<file path="config.mk">
export PLATFORM = sky130hd
export DESIGN_NAME = ws2812_tx_flat
export DESIGN_NICKNAME = d
export VERILOG_FILES = /design/src/rtl/ws2812_tx_if.sv /design/src/rtl/ws2812_tx.sv /design/src/flat_wrapper.sv
export SDC_FILE = /design/constraint.sdc
export NUM_CORES = 1
export LEC_CHECK = 0
export CELL_PAD_IN_SITES_DETAIL_PLACEMENT = 2
export CELL_PAD_IN_SITES_GLOBAL_PLACEMENT = 2
export CORE_MARGIN = 2
export CORE_UTILIZATION = 35
export CTS_BUF_LIST = sky130_fd_sc_hd__clkbuf_8
export CTS_CLUSTER_DIAMETER = 30
export DETAILED_ROUTE_END_ITERATION = 10
export PLACE_DENSITY_LB_ADDON = 0.05
export SYNTH_ARGS = -nofsm -noshare
export SYNTH_HDL_FRONTEND = slang
export SYNTH_SLANG_ARGS = --single-unit
</file>
<file path="constraint.sdc">
create_clock -name clk -period 2.5 [get_ports clk]
set_input_delay 0.5 -clock clk [delete_from_list [all_inputs] [get_ports clk]]
set_output_delay 0.5 -clock clk [all_outputs]
set_load 0.05 [all_outputs]
</file>
<file path="src/rtl/ws2812_tx_if.sv">
// rtl/ws2812_tx_if.sv - start/status handshake, colour buffer read port and strip data pin
interface ws2812_tx_if;
  logic        start;
  logic        busy;
  logic        done;
  logic [7:0]  rd_addr;
  logic [23:0] rd_data;
  logic        dout;

  // Frame requester / colour buffer side
  modport master (
    output start,
    output rd_data,
    input  busy,
    input  done,
    input  rd_addr,
    input  dout
  );

  // Transmitter side
  modport slave (
    input  start,
    input  rd_data,
    output busy,
    output done,
    output rd_addr,
    output dout
  );
endinterface

</file>
<file path="src/rtl/ws2812_tx.sv">
// rtl/ws2812_tx.sv - WS2812 one-wire NRZ frame transmitter fed from the averaged colour buffer
module ws2812_tx #(
  parameter int NUM_LEDS = 20,
  parameter int T0H      = 40,
  parameter int T1H      = 80,
  parameter int T_BIT    = 125,
  parameter int T_RST    = 8000
) (
  input logic     clk,
  input logic     rst_n,
  ws2812_tx_if.slave bus
);

  // One timer serves both the bit cell and the latch period, so size it for the longer
  localparam int TMAX = (T_BIT > T_RST) ? T_BIT : T_RST;
  localparam int TW   = (TMAX > 2) ? $clog2(TMAX) : 2;

  localparam logic [TW-1:0] BIT_LAST = TW'(T_BIT - 1);
  localparam logic [TW-1:0] RST_LAST = TW'(T_RST - 1);
  localparam logic [TW-1:0] RST_PRE  = TW'((T_RST > 1) ? (T_RST - 2) : 0);
  localparam logic [TW-1:0] TH0      = TW'(T0H);
  localparam logic [TW-1:0] TH1      = TW'(T1H);
  localparam logic [TW-1:0] CAP_TICK = TW'(2);
  localparam logic [7:0]    LAST_LED = 8'(NUM_LEDS - 1);
  localparam logic          RST_ONE  = (T_RST == 1);

  typedef enum logic [2:0] {IDLE, FETCH, LOAD, SHIFT, LATCH} state_t;

  state_t        state;
  logic [23:0]   shift_reg;
  logic [23:0]   hold_reg;
  logic [7:0]    led_cnt;
  logic [4:0]    bit_cnt;
  logic [TW-1:0] bit_timer;

  logic          cell_end;
  logic          last_bit;
  logic          frame_end;
  logic [TW-1:0] next_timer;
  logic          next_msb;
  logic          next_high;

  // Buffer holds {R,G,B}; the strip wants G first, then R, then B
  function automatic logic [23:0] reorder(input logic [23:0] w);
    return {w[15:8], w[23:16], w[7:0]};
  endfunction

  // Look one cycle ahead so dout can be registered without adding a cycle of skew
  assign cell_end   = (bit_timer == BIT_LAST);
  assign last_bit   = (bit_cnt == 5'd23);
  assign frame_end  = cell_end && last_bit && (led_cnt == LAST_LED);
  assign next_timer = cell_end ? '0 : bit_timer + 1'b1;
  assign next_msb   = !cell_end ? shift_reg[23] : (last_bit ? hold_reg[23] : shift_reg[22]);
  assign next_high  = next_timer < (next_msb ? TH1 : TH0);

  // Frame sequencer: fetch, serialise with next-LED prefetch, then latch low
  always_ff @(posedge clk) begin
    if (!rst_n) begin
      state       <= IDLE;
      shift_reg   <= '0;
      hold_reg    <= '0;
      led_cnt     <= '0;
      bit_cnt     <= '0;
      bit_timer   <= '0;
      bus.dout    <= 1'b0;
      bus.busy    <= 1'b0;
      bus.done    <= 1'b0;
      bus.rd_addr <= '0;
    end else begin
      case (state)
        IDLE: begin
          bus.dout    <= 1'b0;
          bus.done    <= 1'b0;
          bus.rd_addr <= '0;
          if (bus.start) begin
            bus.busy <= 1'b1;
            state    <= FETCH;
          end else begin
            bus.busy <= 1'b0;
          end
        end

        FETCH: begin
          state <= LOAD;
        end

        LOAD: begin
          shift_reg <= reorder(bus.rd_data);
          led_cnt   <= '0;
          bit_cnt   <= '0;
          bit_timer <= '0;
          // Every cell opens high because T0H is at least one cycle
          bus.dout  <= 1'b1;
          state     <= SHIFT;
        end

        SHIFT: begin
          // Address goes out in cycle 0 of bit 0, data returns two cycles later
          if (bit_cnt == 5'd0 && bit_timer == '0 && led_cnt != LAST_LED) begin
            bus.rd_addr <= led_cnt + 8'd1;
          end
          if (bit_cnt == 5'd0 && bit_timer == CAP_TICK && led_cnt != LAST_LED) begin
            hold_reg <= reorder(bus.rd_data);
          end

          if (frame_end) begin
            bus.dout  <= 1'b0;
            bus.done  <= RST_ONE;
            bit_timer <= '0;
            state     <= LATCH;
          end else begin
            bus.dout  <= next_high;
            bit_timer <= next_timer;
            if (cell_end) begin
              if (last_bit) begin
                shift_reg <= hold_reg;
                bit_cnt   <= '0;
                led_cnt   <= led_cnt + 8'd1;
              end else begin
                shift_reg <= {shift_reg[22:0], 1'b0};
                bit_cnt   <= bit_cnt + 5'd1;
              end
            end
          end
        end

        LATCH: begin
          bus.dout <= 1'b0;
          if (bit_timer == RST_LAST) begin
            bus.busy    <= 1'b0;
            bus.done    <= 1'b0;
            bus.rd_addr <= '0;
            bit_timer   <= '0;
            led_cnt     <= '0;
            bit_cnt     <= '0;
            state       <= IDLE;
          end else begin
            bus.done  <= (bit_timer == RST_PRE);
            bit_timer <= bit_timer + 1'b1;
          end
        end

        default: begin
          state <= IDLE;
        end
      endcase
    end
  end

endmodule
</file>
<file path="src/flat_wrapper.sv">
// flat-port wrapper written by rule: the top's interface ports become plain ports
module ws2812_tx_flat 
#(
  parameter int NUM_LEDS = 20,
  parameter int T0H      = 40,
  parameter int T1H      = 80,
  parameter int T_BIT    = 125,
  parameter int T_RST    = 8000
)
  (clk, rst_n, bus_start, bus_rd_data, bus_busy, bus_done, bus_rd_addr, bus_dout);
  ws2812_tx_if bus_i ();
  input logic clk;
  input logic rst_n;
  input wire logic [$bits(bus_i.start)-1:0] bus_start;
  input wire logic [$bits(bus_i.rd_data)-1:0] bus_rd_data;
  output wire logic [$bits(bus_i.busy)-1:0] bus_busy;
  output wire logic [$bits(bus_i.done)-1:0] bus_done;
  output wire logic [$bits(bus_i.rd_addr)-1:0] bus_rd_addr;
  output wire logic [$bits(bus_i.dout)-1:0] bus_dout;
  assign bus_i.start = bus_start;
  assign bus_i.rd_data = bus_rd_data;
  assign bus_busy = bus_i.busy;
  assign bus_done = bus_i.done;
  assign bus_rd_addr = bus_i.rd_addr;
  assign bus_dout = bus_i.dout;
  ws2812_tx #(.NUM_LEDS(NUM_LEDS), .T0H(T0H), .T1H(T1H), .T_BIT(T_BIT), .T_RST(T_RST)) u_core (.clk(clk), .rst_n(rst_n), .bus(bus_i));
endmodule
</file>
==> impl_metrics.toml <==
[power]
sw_frac_of_total_pct = 28.41
p_int_mw = 2.033
power_switching_mw = 0.8069
powerDensity_nw_per_um2 = 525.0
irDropWorstVdd_v = 0.0003339
clkPwrFrac_pct = 37.4
total_leakage_power_nw = 1.778
p_comb_share_pct = 11.3
pwr-share-seq_pct = 51.3

[clock_network]
cts_tree = "done"
clkTransAtPathRegs_ns = 0.10
clock_sinks = 88
cts.hold.buffers_added = 0
cts_buffers = 9
cts_resized = 1
clockBufferDepth = 2
htree_levels = 3
ctsRootBufferMaster = "clkbuf_8"
clk_latency_ns = 0.39
cts_setup_buffers = 0

[timing]
rsz0062_at_grt = "no"
finalHoldViolations = 0
worst_pin_slew_ns = 0.5089
slew_viol_final = 0
whs_ns = 0.4617
fmax_ghz = 0.4358
relSlewSlack_pct = 65.97
clock-skew-final_ns = 0.01084
post-route-period-util_pct = 91.79
setup_viol = 0
worst_slack_ns = 0.2053
fin_crit_ns = 2.295

[flow_run]
maxCapViolations = 0

[synth]
syn_avg_cell_area_um2 = 7.573
synth-warning-count = 0
ys.flop_type = "dfxtp_1"
syn_inst = 604
synth_edf_count = 0
yosysUniqueCellTypes = 63
ys_ff_latch = 88
syn-cell-area_um2 = 4574
async_flop_share_pct = 0
ys_seq_area_share_pct = 38.51
syn-num-nets = 639

[place]
dp_hpwl_mm = 10.11
place_ws_ns = -0.04433
dpl.cell_count = 795
io_buffers = 37
gp_congestion = 0.8977
placed_cell_area_um2 = 5191

[final_layout]
regArea_um2 = 1762
fin_area_um2 = 5410
fillCellCount = 1505
mostFrequentLayoutCell = "nand2_1"
multi_input_area_um2 = 2580
antenna_cells = 0
finalNonFillerCells = 811
nNetsFinal = 669
final_layout_size_suffix_gt1_share_pct = 10.80
final_cell_mix = "nand2_1 (149), dfxtp_1 (88), a21oi_1 (69)"
areaGrowthSynthToFinish_pct = 18.27

[routing]
firstDrtPassIters = 4
viasPerCell = 5.477
drt_first_iter_violations = 273
ant_nets = 0
routedWlPerCell_um = 18.07
drc = 0
dr_total_vias = 4442
drt-total-wl_mm = 14.66

[setup_path]
cp_top_family = "simple AND/OR/NAND/NOR gates"
slowest_stage = "or4b_4"
path_buf_inv = 0
timing.critical_path.fanout_max = 10
start_kind = "register"
crit_path_cell_trace = "ha_1 -> and4bb_2 -> a21oi_2 -> or4b_4 -> a21oi_4 -> mux2i_1 -> nor2_1"
critPathMaxStageDelay_ns = 0.48
cp_data_required_time_ns = 2.77
endpoint_kind = "register"
worstPathArrival_ns = 2.57
criticalPathCategory = "register to register"

[global_route]
grt_overflow_total = 0
grt_max_degree = 39
met3_usage_pct = 2.896
use_met1_pct = 26.95
antenna_found_initial = 0
grt_usage_pct = 21.65
grt_use_met2_pct = 38.37
busiest_layer = "met2"
grt_pass1_vias = 4859
grt_first_pass_wirelength_mm = 24.54

[floorplanning]
start_util_pct = 36.10
num_io_pins = 38
die_w_um = 118.3
coreArea_um2 = 12670
die_area_um2 = 14000
rows = 41
die_h_um = 118.3

[worst_hold_path]
min-delay-path-class = "register to register"

[run_status]
status = "completed"
-- cell usage after synthesis (3+ instances only) --
| library cell | instances | area [um^2] |
|---|---|---|
| a211oi_1 | 3 | 22.52 |
| a21oi_1 | 69 | 345.3 |
| a22oi_1 | 3 | 22.52 |
| a311oi_1 | 5 | 43.79 |
| a31oi_1 | 8 | 50.05 |
| a41oi_1 | 3 | 26.28 |
| and2_1 | 3 | 18.77 |
| and3_1 | 3 | 18.77 |
| buf_2 | 11 | 55.05 |
| buf_6 | 3 | 33.78 |
| clkbuf_1 | 29 | 108.9 |
| dfxtp_1 | 88 | 1762 |
| ha_1 | 8 | 100.1 |
| inv_1 | 9 | 33.78 |
| mux2_2 | 3 | 33.78 |
| mux2i_1 | 6 | 60.06 |
| nand2_1 | 149 | 559.3 |
| nand3_1 | 44 | 220.2 |
| nand4_1 | 6 | 37.54 |
| nor2_1 | 36 | 135.1 |
| nor3_1 | 10 | 50.05 |
| o211ai_1 | 26 | 195.2 |
| o21ai_0 | 16 | 80.08 |
| xnor2_1 | 4 | 35.03 |
| xor2_1 | 5 | 43.79 |
-- cell type report --
type,count,area share (%)
clock buffer,9,2.290
inverter,9,0.6244
timing repair buffer,65,11.42
clock inverter,7,1.434
multi-input combinational,461,47.69
sequential,88,32.56
tap,172,3.978
-- path summary, 6_finish.rpt --
kind | start | endpoint | slack [ns] | depth (start not counted)
worst max-delay path | u_core.led_cnt[0]$_SDFFE_PN0P_ | u_core.bus.rd_addr[4]$_SDFFE_PN0P_ | 0.21 | 7
worst min-delay path | u_core.hold_reg[8]$_SDFFE_PN0P_ | u_core.hold_reg[8]$_SDFFE_PN0P_ | 0.46 | 2
worst max register to register | u_core.led_cnt[0]$_SDFFE_PN0P_ | u_core.bus.rd_addr[4]$_SDFFE_PN0P_ | 0.21 | 7
worst min register to register | u_core.hold_reg[8]$_SDFFE_PN0P_ | u_core.hold_reg[8]$_SDFFE_PN0P_ | 0.46 | 2
-- cell families (layout without fill, tap and decap cells) --
logic type / after synthesis / in the layout / synth area share [%]
and+or+nand+nor: 279 / 279 / 28.26
muxes: 9 / 9 / 2.051
xor gates and xnor gates: 9 / 9 / 1.723
buffers and inverters: 55 / 90 / 5.497
adders and majority gates: 8 / 8 / 2.188
DFF: 88 / 88 / 38.51
AOI/OAI and AO/OA: 156 / 156 / 21.77
-- power groups by stage --
stage	Sequential, mW	Clock (mW)	Combinational [mW]
2_1_floorplan	1.49	0	0.178
3_3_place_gp	1.49	0	0.315
3_5_place_dp	1.49	0	0.324
4_1_cts	1.46	1.10	0.326
5_1_grt	1.46	1.15	0.356
6_report	1.46	1.06	0.322
-- layer usage --
layer  vias up  routed length [um]
met5         -                   0
met4         0                 209
met3        14                 403
met2        53                7222
met1      2188                6820
li1       2187                   -
-- worst register-to-register path, stage by stage (launching register included) --
cell and delay (ns):
dfxtp_1 0.37, ha_1 0.27, and4bb_2 0.28, a21oi_2 0.11, or4b_4 0.48, a21oi_4 0.34, mux2i_1 0.27, nor2_1 0.07
-- metrics by stage --
step / TNS, ns / power (mW) / utilization (%)
after CTS: 0 / 2.880 / 42.57
after floorplan: 0 / 1.670 / -
after global routing: 0 / 2.964 / 42.70
after detailed placement: -0.04433 / 1.813 / 40.97
final: 0 / 2.840 / 42.70
after global placement: 0 / 1.801 / 40.97
(Power assumes the default switching activity.)
